[src/rtl/fp_mul_norm_round.sv]
// fp_mul_norm_round
// Final stage of the FP multiplier. It accepts one raw mantissa product and its
// shift command through a valid/ready handshake. It then applies the shift a
// few bits per cycle, rounds to nearest-even, and resolves the special classes
// and overflow. The packed IEEE-754 result is held until downstream accepts it.
//
// Ports:
//   clk, rst        clock, asynchronous active-high reset
//   in_valid/ready  input handshake (ready only while idle)
//   sign_in         result sign
//   mant_in         raw mantissa product, MANT_MUL bits
//   exp_in          adjusted exponent, EXP bits
//   over_flow_in    upstream overflow indication
//   spe_case_a/b_in operand class: 0 norm, 1 denorm, 2 zero, 3 inf, 4 NaN
//   shift_type_in   00 right, 01 left, 1x none
//   shift_value_in  shift distance, SHIFT bits
//   out_valid/ready output handshake
//   result          {sign, exp, frac}
//   flag_*          overflow / underflow / inexact for the held result
//   busy            block is processing or holding a result
//
// EXP defaults to 5 so that 1 + EXP + MANT fills the 16-bit result exactly
// (binary16 layout).
module fp_mul_norm_round #(
  parameter int DW   = 16,
  parameter int EXP  = 5,
  parameter int MANT = 10,
  parameter int STEP = 4,
  localparam int MANT_MUL = 2 * (MANT + 1),
  localparam int SHIFT    = (DW == 16) ? 5 : ((DW == 32) ? 6 : 7)
) (
  input  logic                clk,
  input  logic                rst,
  input  logic                in_valid,
  output logic                in_ready,
  input  logic                sign_in,
  input  logic [MANT_MUL-1:0] mant_in,
  input  logic [EXP-1:0]      exp_in,
  input  logic                over_flow_in,
  input  logic [2:0]          spe_case_a_in,
  input  logic [2:0]          spe_case_b_in,
  input  logic [1:0]          shift_type_in,
  input  logic [SHIFT-1:0]    shift_value_in,
  output logic                out_valid,
  input  logic                out_ready,
  output logic [DW-1:0]       result,
  output logic                flag_overflow,
  output logic                flag_underflow,
  output logic                flag_inexact,
  output logic                busy
);

  typedef enum logic [1:0] {S_IDLE, S_SHIFT, S_ROUND, S_OUT} state_t;

  localparam logic [SHIFT-1:0] MAX_SHIFT = SHIFT'(MANT_MUL - 1);
  localparam logic [SHIFT-1:0] STEP_V    = SHIFT'(STEP);
  localparam logic [EXP:0]     EXP_MAX   = {1'b0, {EXP{1'b1}}};

  state_t              r_state, w_nextState;
  logic [MANT_MUL-1:0] r_mant;
  logic [EXP-1:0]      r_exp;
  logic                r_sign, r_ovfIn, r_sticky;
  logic [2:0]          r_speA, r_speB;
  logic [1:0]          r_type;
  logic [SHIFT-1:0]    r_remaining;
  logic [DW-1:0]       r_result;
  logic                r_flagOvf, r_flagUnf, r_flagInx;

  function automatic logic isSpecial(input logic [2:0] c);
    return (c == 3'd2) || (c == 3'd3) || (c == 3'd4);
  endfunction

  // Shift distances past the product width are pointless, so the command is clamped.
  logic [SHIFT-1:0] w_clamped;
  logic             w_skipShift;
  assign w_clamped   = (shift_value_in > MAX_SHIFT) ? MAX_SHIFT : shift_value_in;
  assign w_skipShift = isSpecial(spe_case_a_in) || isSpecial(spe_case_b_in) ||
                       over_flow_in || shift_type_in[1] || (w_clamped == '0);

  // One iteration of the shifter: at most STEP bits. Right shifts keep the
  // bits that fall off in the sticky bit.
  logic [SHIFT-1:0]    w_step;
  logic [MANT_MUL-1:0] w_shiftedR, w_shiftedL, w_lostMask;
  logic                w_lost;
  assign w_step     = (r_remaining > STEP_V) ? STEP_V : r_remaining;
  assign w_shiftedR = r_mant >> w_step;
  assign w_shiftedL = r_mant << w_step;
  assign w_lostMask = (MANT_MUL'(1) << w_step) - MANT_MUL'(1);
  assign w_lost     = |(r_mant & w_lostMask);

  // Round to nearest-even. The top product bit is the hidden one. A carry out
  // of the fraction bumps the exponent; from 0 (denormal) it becomes 1 (normal).
  logic [MANT-1:0] w_frac, w_fracRnd;
  logic [MANT:0]   w_fracSum;
  logic [EXP:0]    w_expSum;
  logic            w_guard, w_stickyAll, w_roundUp, w_inexact, w_expOvf;
  assign w_frac      = r_mant[MANT_MUL-2 -: MANT];
  assign w_guard     = r_mant[MANT_MUL-2-MANT];
  assign w_stickyAll = r_sticky | (|r_mant[MANT_MUL-3-MANT:0]);
  assign w_roundUp   = w_guard & (w_stickyAll | w_frac[0]);
  assign w_fracSum   = {1'b0, w_frac} + (MANT+1)'(w_roundUp);
  assign w_fracRnd   = w_fracSum[MANT-1:0];
  assign w_expSum    = {1'b0, r_exp} + (EXP+1)'(w_fracSum[MANT]);
  assign w_expOvf    = (w_expSum >= EXP_MAX);
  assign w_inexact   = w_guard | w_stickyAll;

  // Final result selection. Special classes win over overflow, and NaN
  // (including inf * zero) wins over inf and zero.
  logic          w_isNaN, w_isInf, w_isZero;
  logic [DW-1:0] w_packed;
  logic          w_pOvf, w_pUnf, w_pInx;
  assign w_isNaN  = (r_speA == 3'd4) || (r_speB == 3'd4) ||
                    ((r_speA == 3'd3) && (r_speB == 3'd2)) ||
                    ((r_speA == 3'd2) && (r_speB == 3'd3));
  assign w_isInf  = (r_speA == 3'd3) || (r_speB == 3'd3);
  assign w_isZero = (r_speA == 3'd2) || (r_speB == 3'd2);

  always_comb begin
    w_packed = {r_sign, w_expSum[EXP-1:0], w_fracRnd};
    w_pOvf   = 1'b0;
    w_pInx   = w_inexact;
    w_pUnf   = (w_expSum[EXP-1:0] == '0) & w_inexact;
    if (w_isNaN) begin
      w_packed = {1'b0, {EXP{1'b1}}, 1'b1, {(MANT-1){1'b0}}};
      w_pInx   = 1'b0;
      w_pUnf   = 1'b0;
    end else if (w_isInf) begin
      w_packed = {r_sign, {EXP{1'b1}}, {MANT{1'b0}}};
      w_pInx   = 1'b0;
      w_pUnf   = 1'b0;
    end else if (w_isZero) begin
      w_packed = {r_sign, {EXP{1'b0}}, {MANT{1'b0}}};
      w_pInx   = 1'b0;
      w_pUnf   = 1'b0;
    end else if (r_ovfIn || w_expOvf) begin
      w_packed = {r_sign, {EXP{1'b1}}, {MANT{1'b0}}};
      w_pOvf   = 1'b1;
      w_pInx   = 1'b1;
      w_pUnf   = 1'b0;
    end
  end

  always_ff @(posedge clk or posedge rst) begin
    if (rst) r_state <= S_IDLE;
    else     r_state <= w_nextState;
  end

  always_comb begin
    w_nextState = r_state;
    case (r_state)
      S_IDLE:  if (in_valid) w_nextState = w_skipShift ? S_ROUND : S_SHIFT;
      S_SHIFT: if (r_remaining <= STEP_V) w_nextState = S_ROUND;
      S_ROUND: w_nextState = S_OUT;
      S_OUT:   if (out_ready) w_nextState = S_IDLE;
      default: w_nextState = S_IDLE;
    endcase
  end

  always_ff @(posedge clk or posedge rst) begin
    if (rst) begin
      r_mant      <= '0;
      r_exp       <= '0;
      r_sign      <= 1'b0;
      r_ovfIn     <= 1'b0;
      r_sticky    <= 1'b0;
      r_speA      <= '0;
      r_speB      <= '0;
      r_type      <= '0;
      r_remaining <= '0;
      r_result    <= '0;
      r_flagOvf   <= 1'b0;
      r_flagUnf   <= 1'b0;
      r_flagInx   <= 1'b0;
    end else begin
      case (r_state)
        S_IDLE: if (in_valid) begin
          r_mant      <= mant_in;
          r_exp       <= exp_in;
          r_sign      <= sign_in;
          r_ovfIn     <= over_flow_in;
          r_speA      <= spe_case_a_in;
          r_speB      <= spe_case_b_in;
          r_type      <= shift_type_in;
          r_remaining <= w_clamped;
          r_sticky    <= 1'b0;
        end
        S_SHIFT: begin
          if (r_type == 2'b00) begin
            r_mant   <= w_shiftedR;
            r_sticky <= r_sticky | w_lost;
          end else begin
            r_mant <= w_shiftedL;
          end
          r_remaining <= r_remaining - w_step;
        end
        S_ROUND: begin
          r_result  <= w_packed;
          r_flagOvf <= w_pOvf;
          r_flagUnf <= w_pUnf;
          r_flagInx <= w_pInx;
        end
        default: ;
      endcase
    end
  end

  assign in_ready       = (r_state == S_IDLE);
  assign out_valid      = (r_state == S_OUT);
  assign busy           = (r_state != S_IDLE);
  assign result         = r_result;
  assign flag_overflow  = r_flagOvf;
  assign flag_underflow = r_flagUnf;
  assign flag_inexact   = r_flagInx;

endmodule

[config.mk]
export PLATFORM = sky130hd
export DESIGN_NAME = fp_mul_norm_round
export DESIGN_NICKNAME = d
export VERILOG_FILES = /design/src/rtl/fp_mul_norm_round.sv
export SDC_FILE = /design/constraint.sdc
export NUM_CORES = 1
export LEC_CHECK = 0
export ABC_AREA = 1
export CORE_MARGIN = 1
export CORE_UTILIZATION = 45
export CTS_BUF_LIST = sky130_fd_sc_hd__clkbuf_8
export DETAILED_ROUTE_END_ITERATION = 8
export PLACE_DENSITY = 0.8
export SETUP_SLACK_MARGIN = 0.1
export SLEW_MARGIN = 20
export SYNTH_ARGS = -nofsm -noshare
export SYNTH_HDL_FRONTEND = slang
export SYNTH_SLANG_ARGS = --single-unit
export TNS_END_PERCENT = 20
[constraint.sdc]
create_clock -name clk -period 3.7 [get_ports clk]
set_clock_uncertainty 0.15 [all_clocks]
set_input_delay 0.37 -clock clk [delete_from_list [all_inputs] [get_ports clk]]
set_output_delay 0.37 -clock clk [all_outputs]
set_load 0.005 [all_outputs]
# Word-level counts from Yosys, hierarchy flattened
# Index checks and enable logic that the tools add are counted.
dict set report word_totals {
  regBits 64
  in_bits 46
  output_inout_bits 22
  word_cells 110
}
dict set report classes {
  n_addsub 4
  magnitude_cmp 4
  n_eq_ne 19
  shifts 3
  muxes 31
  n_bitwise 7
  reduce_logical 28
}
# op count
set op_table {}
lappend op_table {{2-to-1 mux 15 bit} 3}
lappend op_table {{2-to-1 mux 22 bit} 2}
lappend op_table {{case mux 22 bit (2 select lines)} 1}
lappend op_table {{== test 3 x 2 -> 1 bit, second input constant} 8}
lappend op_table {{bitwise AND 22 bit} 1}
lappend op_table {{OR reduction 22 bit} 1}
lappend op_table {{<< shifter 1 x 5 -> 22 bit, first input constant} 1}
lappend op_table {{<< shifter 22 x 5 -> 22 bit} 1}
lappend op_table {{right shift 22 x 5 -> 22 bit} 1}
lappend op_table {{subtractor 22 x 2 -> 22 bit, second input constant} 1}
lappend op_table {{2-to-1 mux 16 bit} 1}
lappend op_table {{2-to-1 mux 5 bit} 3}
lappend op_table {{logical OR 1 bit} 14}
lappend op_table {{2-to-1 mux 1 bit} 14}
lappend op_table {{== test 3 bit, second input constant} 4}
lappend op_table {{adder 10 x 1 -> 11 bit} 1}
lappend op_table {{zero test 5 bit} 2}
lappend op_table {{case mux 5 bit (2 select lines)} 1}
lappend op_table {{OR reduction 10 bit} 1}
lappend op_table {{2-to-1 mux 2 bit} 4}
lappend op_table {{case mux 2 bit (4 select lines)} 1}
lappend op_table {{adder 5 x 1 -> 6 bit} 1}
lappend op_table {{>= comparator 6 x 5 -> 1 bit, second input constant} 1}
lappend op_table {{!= test 2 bit, second input constant} 3}
lappend op_table {{other kinds (15)} 25}

# Logic depth before layout (Yosys ltp)
dict set report logic_depth {
  ltp_word 12
  mapped_depth 22
  depth_no_buf 22
}

# Least setup slack after synthesis
# No wires, ideal clock.
dict set report synth_path {
  kind {register to register}
  startpoint {register r_mant[9]}
  endpoint {register r_result[2], in the netlist result[2]}
  setup_time_ns 0.083
  arrival_ns 2.893
  t_required_ns 3.467
  slack_ns 0.574
  stages_incl_launch_ff 22
  n_path_buf 0
  period_less_slack_ns 3.126
  path_cell_list {dfrtp_1 inv_1 nand3_1 nor3_1 nand2_1 nand2_1 inv_1 ha_1 ha_1 nand4_1 nor2_1 nand2_1 nor3_1 ha_1 ha_1 xnor2_1 nor2_1 nand2_1 nor2_1 nor2_1 nand2_1 o21ai_0}
}
dict set report synth_between {
  elab_chain_len 12
}
# item line
set synth_lines {}
lappend synth_lines {{from (decl)} 60} ;# logic [MANT_MUL-1:0] r_mant;
lappend synth_lines {{from (signal assigned)} 177} ;# r_mant <= mant_in;
lappend synth_lines {{from (signal assigned)} 189} ;# r_mant <= w_shiftedR;
lappend synth_lines {{from (signal assigned)} 192} ;# r_mant <= w_shiftedL;
lappend synth_lines {{OR reduction 10 bit (*)} 99} ;# assign w_stickyAll = r_sticky | (|r_mant[MANT_MUL-3-MANT:0]);
lappend synth_lines {{bitwise OR 1 bit (*)} 99}
lappend synth_lines {{bitwise OR 1 bit (*)} 100} ;# assign w_roundUp = w_guard & (w_stickyAll | w_frac[0]);
lappend synth_lines {{bitwise AND 1 bit (*)} 100}
lappend synth_lines {{adder 10 x 1 -> 11 bit (*)} 101} ;# assign w_fracSum = {1'b0, w_frac} + (MANT+1)'(w_roundUp);
lappend synth_lines {{adder 5 x 1 -> 6 bit} 103} ;# assign w_expSum = {1'b0, r_exp} + (EXP+1)'(w_fracSum[MANT]);
lappend synth_lines {{>= comparator 6 x 5 -> 1 bit} 104} ;# assign w_expOvf = (w_expSum >= EXP_MAX);
lappend synth_lines {{logical OR 1 bit} 135} ;# end else if (r_ovfIn || w_expOvf) begin
lappend synth_lines {{2-to-1 mux 15 bit (*)} 135}
lappend synth_lines {{2-to-1 mux 15 bit (*)} 131} ;# end else if (w_isZero) begin
lappend synth_lines {{2-to-1 mux 15 bit (*)} 127} ;# end else if (w_isInf) begin
lappend synth_lines {{2-to-1 mux 16 bit (*)} 123} ;# if (w_isNaN) begin
lappend synth_lines {{to (signal assigned)} 197} ;# r_result <= w_packed;
lappend synth_lines {{to (decl)} 66} ;# logic [DW-1:0] r_result;
# Mark *: on every way between the ends. The rest lies on a longest branch, timed or not.
# A chain may end at the register's enable or synchronous reset.

# Worst setup path in the final report
dict set report layout_path {
  startpoint {register r_mant[2]}
  endpoint {register r_flagUnf, in the netlist flag_underflow}
}
dict set report layout_between {
  elab_chain_len 12
  elab_cells_between_ends 15
  cone_classes {add/sub: 2; order compare: 1; mux: 4; bitwise: 5; reduce/logical: 3}
}
# item line
set layout_lines {}
lappend layout_lines {{OR reduction 10 bit (*)} 99}
lappend layout_lines {{bitwise OR 1 bit (*)} 99}
lappend layout_lines {{bitwise OR 1 bit} 100}
lappend layout_lines {{bitwise AND 1 bit} 100}
lappend layout_lines {{adder 10 x 1 -> 11 bit} 101}
lappend layout_lines {{adder 5 x 1 -> 6 bit} 103}
lappend layout_lines {{>= comparator 6 x 5 -> 1 bit / zero test 5 bit (equally long branches)} {104, 122}}
lappend layout_lines {{logical OR 1 bit / bitwise AND 1 bit (equally long branches)} {135, 122}}
lappend layout_lines {{2-to-1 mux 1 bit (*)} 135}
lappend layout_lines {{2-to-1 mux 1 bit (*)} 131}
lappend layout_lines {{2-to-1 mux 1 bit (*)} 127}
lappend layout_lines {{2-to-1 mux 1 bit (*)} 123}
lappend layout_lines {{to (signal assigned)} 199} ;# r_flagUnf <= w_pUnf;
lappend layout_lines {{to (decl)} 67} ;# logic r_flagOvf, r_flagUnf, r_flagInx;
# Marks and branches as above.

==> reports/qor.json <==
{
  "globalRouteMet3Util_pct": 4.45,
  "synth-seq-area-share_pct": 33.1,
  "drc": 0,
  "post_drt_via_cell_ratio": 5.57,
  "nets_final": 882,
  "fp-row-count": 37,
  "cts-buffers-inserted": 9,
  "critPathArrivalTime_ps": 3590,
  "mappedNetlistArea_sq_um": 4830,
  "clk_path_buf_depth": 2,
  "slew_at_the_pin_closest_to_its_max_slew_limit_ps": 679,
  "holdCritPathClass": "primary input to asynchronous set/reset pin",
  "power_leakage_nw": 2.78,
  "setup-violations-final": 0,
  "worst_setup_hold_path_clk_slew_ps": 80,
  "area_delta_synth_final_pct": 21.8,
  "die_width_microns": 106,
  "drt-total-wl_microns": 14200,
  "number_of_distinct_standard_cells_referenced_by_the_synthesized_netlist": 36,
  "core_area_sq_um": 10400,
  "worst_setup_path_start_kind": "flop",
  "num-fill-cells": 1038,
  "htree_num_levels": 3,
  "grt_start_max_net_pins": 40,
  "layout_min_cycle_time_ps": 3450,
  "tritoncts": "built",
  "cap_viol_max_count": 0,
  "fmax_mhz": 290,
  "avgRoutedWirePerCell_microns": 14.7,
  "grt.total_usage_pct": 26.2,
  "yosys_warnings": 0,
  "initial_core_util_pct": 46.6,
  "cp_max_fo": 4,
  "critical_path_class": "flop to flop",
  "globalRoute.totalOverflow": 0,
  "final_cell_area_sq_um": 5890,
  "critical_path.endpoint_type": "flop",
  "drive_above_1_share_pct": 6.38,
  "required_time_at_the_worst_slack_endpoint_ps": 3840,
  "yosysTopAreaCell": "sky130_fd_sc_hd__dfrtp_1",
  "worstRegToRegCells": 22,
  "yosys-top-cells-area": "sky130_fd_sc_hd__dfrtp_1, sky130_fd_sc_hd__nand2_1, sky130_fd_sc_hd__nand3_1, sky130_fd_sc_hd__a21oi_1, sky130_fd_sc_hd__inv_1",
  "powerDensity_nw_per_um2": 829,
  "clk-insertion-delay-late_ps": 360,
  "crit-reg2reg-launch": "r_mant[2]",
  "p_total_w": 0.00488,
  "post_layout_nonfiller_instances": 967,
  "gp_congestion": 0.920,
  "initialDrtViolationCount": 724,
  "io_pins": 68,
  "crit_path_from": "r_mant[2]",
  "grtUsageMet1_pct": 37.4,
  "worst-r2r-setup-slack_ps": 250,
  "met2_usage_pct": 39.4,
  "flip_flop_and_latch_count_after_synthesis": 64,
  "run_status": "finished clean",
  "cts_root_buffer": "sky130_fd_sc_hd__clkbuf_8",
  "ir_worst_vdd_uv": 516,
  "post-dp-hpwl_microns": 9790,
  "drv_slew": 0,
  "antenna_cells": 0,
  "layout_worst_path_cycle_share_pct": 93.3,
  "cell_area_after_placement_sq_um": 5580,
  "critical_path.reg2reg.endpoint": "flag_underflow",
  "floorplan.die_area_sq_um": 11200,
  "chipHeight_microns": 106,
  "postSynthNetCount": 828,
  "port_buffers": 67,
  "grt_most_used_layer": "met2",
  "via_count": 5391,
  "grt_antenna_before_repair": 0,
  "synth_cells": 772,
  "detail-route-antenna-nets": 0,
  "detail_route.first_pass.iterations": 6,
  "final_hold_viol_count": 0,
  "cts_sinks": 64,
  "grt_pass1_vias": 4871,
  "synth_top_area_share_pct": 33.1,
  "seqCellArea_sq_um": 1600,
  "grt_pass1_wl_microns": 23500,
  "synthesis.area_per_instance_sq_um": 6.26,
  "placed_cells": 949,
  "multiInputGateArea_sq_um": 2850,
  "max_slew_margin_pct": 54.7
}
worst max-delay path, cell delays in order (launching register included):
cell and delay, ps:
sky130_fd_sc_hd__dfrtp_1 400, sky130_fd_sc_hd__inv_1 100, sky130_fd_sc_hd__nand4_1 150, sky130_fd_sc_hd__nor3_2 60, sky130_fd_sc_hd__nand2_1 50, sky130_fd_sc_hd__nand2_1 50, sky130_fd_sc_hd__inv_1 60, sky130_fd_sc_hd__ha_2 170
sky130_fd_sc_hd__ha_2 200, sky130_fd_sc_hd__nand4_1 200, sky130_fd_sc_hd__nor2_1 160, sky130_fd_sc_hd__nand2_1 90, sky130_fd_sc_hd__nor3_2 130, sky130_fd_sc_hd__ha_2 250, sky130_fd_sc_hd__ha_4 160, sky130_fd_sc_hd__nand3_1 120
sky130_fd_sc_hd__xor2_2 190, sky130_fd_sc_hd__nand2_2 100, sky130_fd_sc_hd__nor2_1 60, sky130_fd_sc_hd__nor2_2 200, sky130_fd_sc_hd__buf_4 150, sky130_fd_sc_hd__nand2_1 40, sky130_fd_sc_hd__o21ai_0 140
metrics by stage:
| stage | worst slack, ps | util [%] | hold slack, ps | TNS [ps] |
|---|---|---|---|---|
| after floorplan | 574 | - | 292 | 0 |
| after global placement | 226 | 53.8 | 313 | 0 |
| after detailed placement | 113 | 53.8 | 319 | 0 |
| after CTS | 124 | 56.0 | 308 | 0 |
| after global routing | -14.5 | 56.8 | 338 | -14.5 |
| final | 247 | 56.8 | 273 | 0 |
power by group:
part	total [W]	leakage [nW]	internal, W	switching (W)
sequential	0.00139	0.769	0.00103	0.000360
clock	0.000716	0.109	0.000400	0.000316
combinational	0.00277	1.91	0.00100	0.00177
total	0.00488	2.78	0.00244	0.00244
registers in the layout, summed over array words and instances, names as in the netlist:
register and flops:
result 16, r_sign 1, r_speB 3, flag_underflow 1, r_ovfIn 1, r_sticky 1
flag_inexact 1, r_type 2, r_speA 3, flag_overflow 1, r_mant 22, r_remaining 5
r_state 2, r_exp 5
layout by cell type (no fill, tap or decap), types with 8 or more instances in the layout:
cell type / synthesis / layout
sky130_fd_sc_hd__inv_1: 71 / 70
sky130_fd_sc_hd__nand4_1: 17 / 17
sky130_fd_sc_hd__nand2_1: 256 / 254
sky130_fd_sc_hd__inv_2: 8 / 9
sky130_fd_sc_hd__clkbuf_8: 0 / 10
sky130_fd_sc_hd__a21oi_1: 56 / 56
sky130_fd_sc_hd__clkdlybuf4s50_1: 0 / 67
sky130_fd_sc_hd__dfrtp_1: 64 / 64
sky130_fd_sc_hd__o21ai_0: 40 / 38
sky130_fd_sc_hd__nand3_1: 101 / 101
sky130_fd_sc_hd__o21ai_1: 7 / 8
sky130_fd_sc_hd__nor2_1: 71 / 70
final cells by class:
cell class	count	share of cell area [%]
clock inverter	6	1.57
sequential	64	27.2
clock buffer	10	2.34
multi-input combinational	597	48.4
timing repair buffer	74	12.5
tap	136	2.89
inverter	80	5.10
what timing repair did:
item / CTS / global route
endpoints found under the setup margin: 6 / 18
gates resized for setup: 1 / 15
hold buffers: 0 / 0
buffers inserted: 0 / 2
pin swaps: 0 / 4
gates cloned: 0 / 0
kinds of logic after synthesis:
family / after synthesis / synth area share, %
XOR/XNOR: 7 / 1.27
other: 1 / 0.0776
AND/OR/NAND/NOR: 461 / 40.7
flip-flops: 64 / 33.1
buffers and inverters: 111 / 9.24
adder cells (fa/ha/maj): 10 / 2.59
AO/OA/AOI/OAI: 118 / 12.9
routing by layer:
| layer | vias to the layer above | wire, microns |
|---|---|---|
| met5 | - | 0 |
| met4 | 0 | 313 |
| met3 | 35 | 1090 |
| met2 | 261 | 6320 |
| met1 | 2468 | 6510 |
| li1 | 2627 | - |
synthesized netlist by cell type:
cell type	instances
sky130_fd_sc_hd__nor2_1	71
sky130_fd_sc_hd__o21ai_0	40
sky130_fd_sc_hd__o21ai_1	7
sky130_fd_sc_hd__conb_1	1
sky130_fd_sc_hd__a21oi_2	1
sky130_fd_sc_hd__o31ai_1	2
sky130_fd_sc_hd__ha_1	10
sky130_fd_sc_hd__o22ai_1	2
sky130_fd_sc_hd__nand3_2	2
sky130_fd_sc_hd__dfrtp_1	64
sky130_fd_sc_hd__nor2_2	1
sky130_fd_sc_hd__a31oi_1	1
sky130_fd_sc_hd__nand3b_1	1
sky130_fd_sc_hd__xnor2_1	2
sky130_fd_sc_hd__buf_1	1
sky130_fd_sc_hd__buf_4	2
sky130_fd_sc_hd__nand2_1	256
sky130_fd_sc_hd__clkinv_1	1
sky130_fd_sc_hd__clkbuf_1	15
sky130_fd_sc_hd__xor2_1	5
sky130_fd_sc_hd__o211ai_1	3
sky130_fd_sc_hd__inv_1	71
sky130_fd_sc_hd__nand2_4	1
sky130_fd_sc_hd__nor2_4	2
sky130_fd_sc_hd__inv_2	8
sky130_fd_sc_hd__nand3_1	101
sky130_fd_sc_hd__a22oi_1	5
sky130_fd_sc_hd__buf_2	12
sky130_fd_sc_hd__o21a_1	1
sky130_fd_sc_hd__buf_6	1
sky130_fd_sc_hd__nor3_1	6
sky130_fd_sc_hd__or2_2	1
sky130_fd_sc_hd__a21oi_1	56
sky130_fd_sc_hd__and2_1	1
sky130_fd_sc_hd__nor2_8	1
sky130_fd_sc_hd__nand4_1	17
worst max path at each step:
stage | end | cells past startpoint | slack [ps]
detailed placement | result[8] | 21 | 110
finish | flag_underflow | 22 | 250
CTS | result[10] | 20 | 120
floorplan | result[2] | 21 | 570
global route | flag_underflow | 22 | -10
global placement | flag_inexact | 20 | 230
Power figures use the tool's default switching activity.
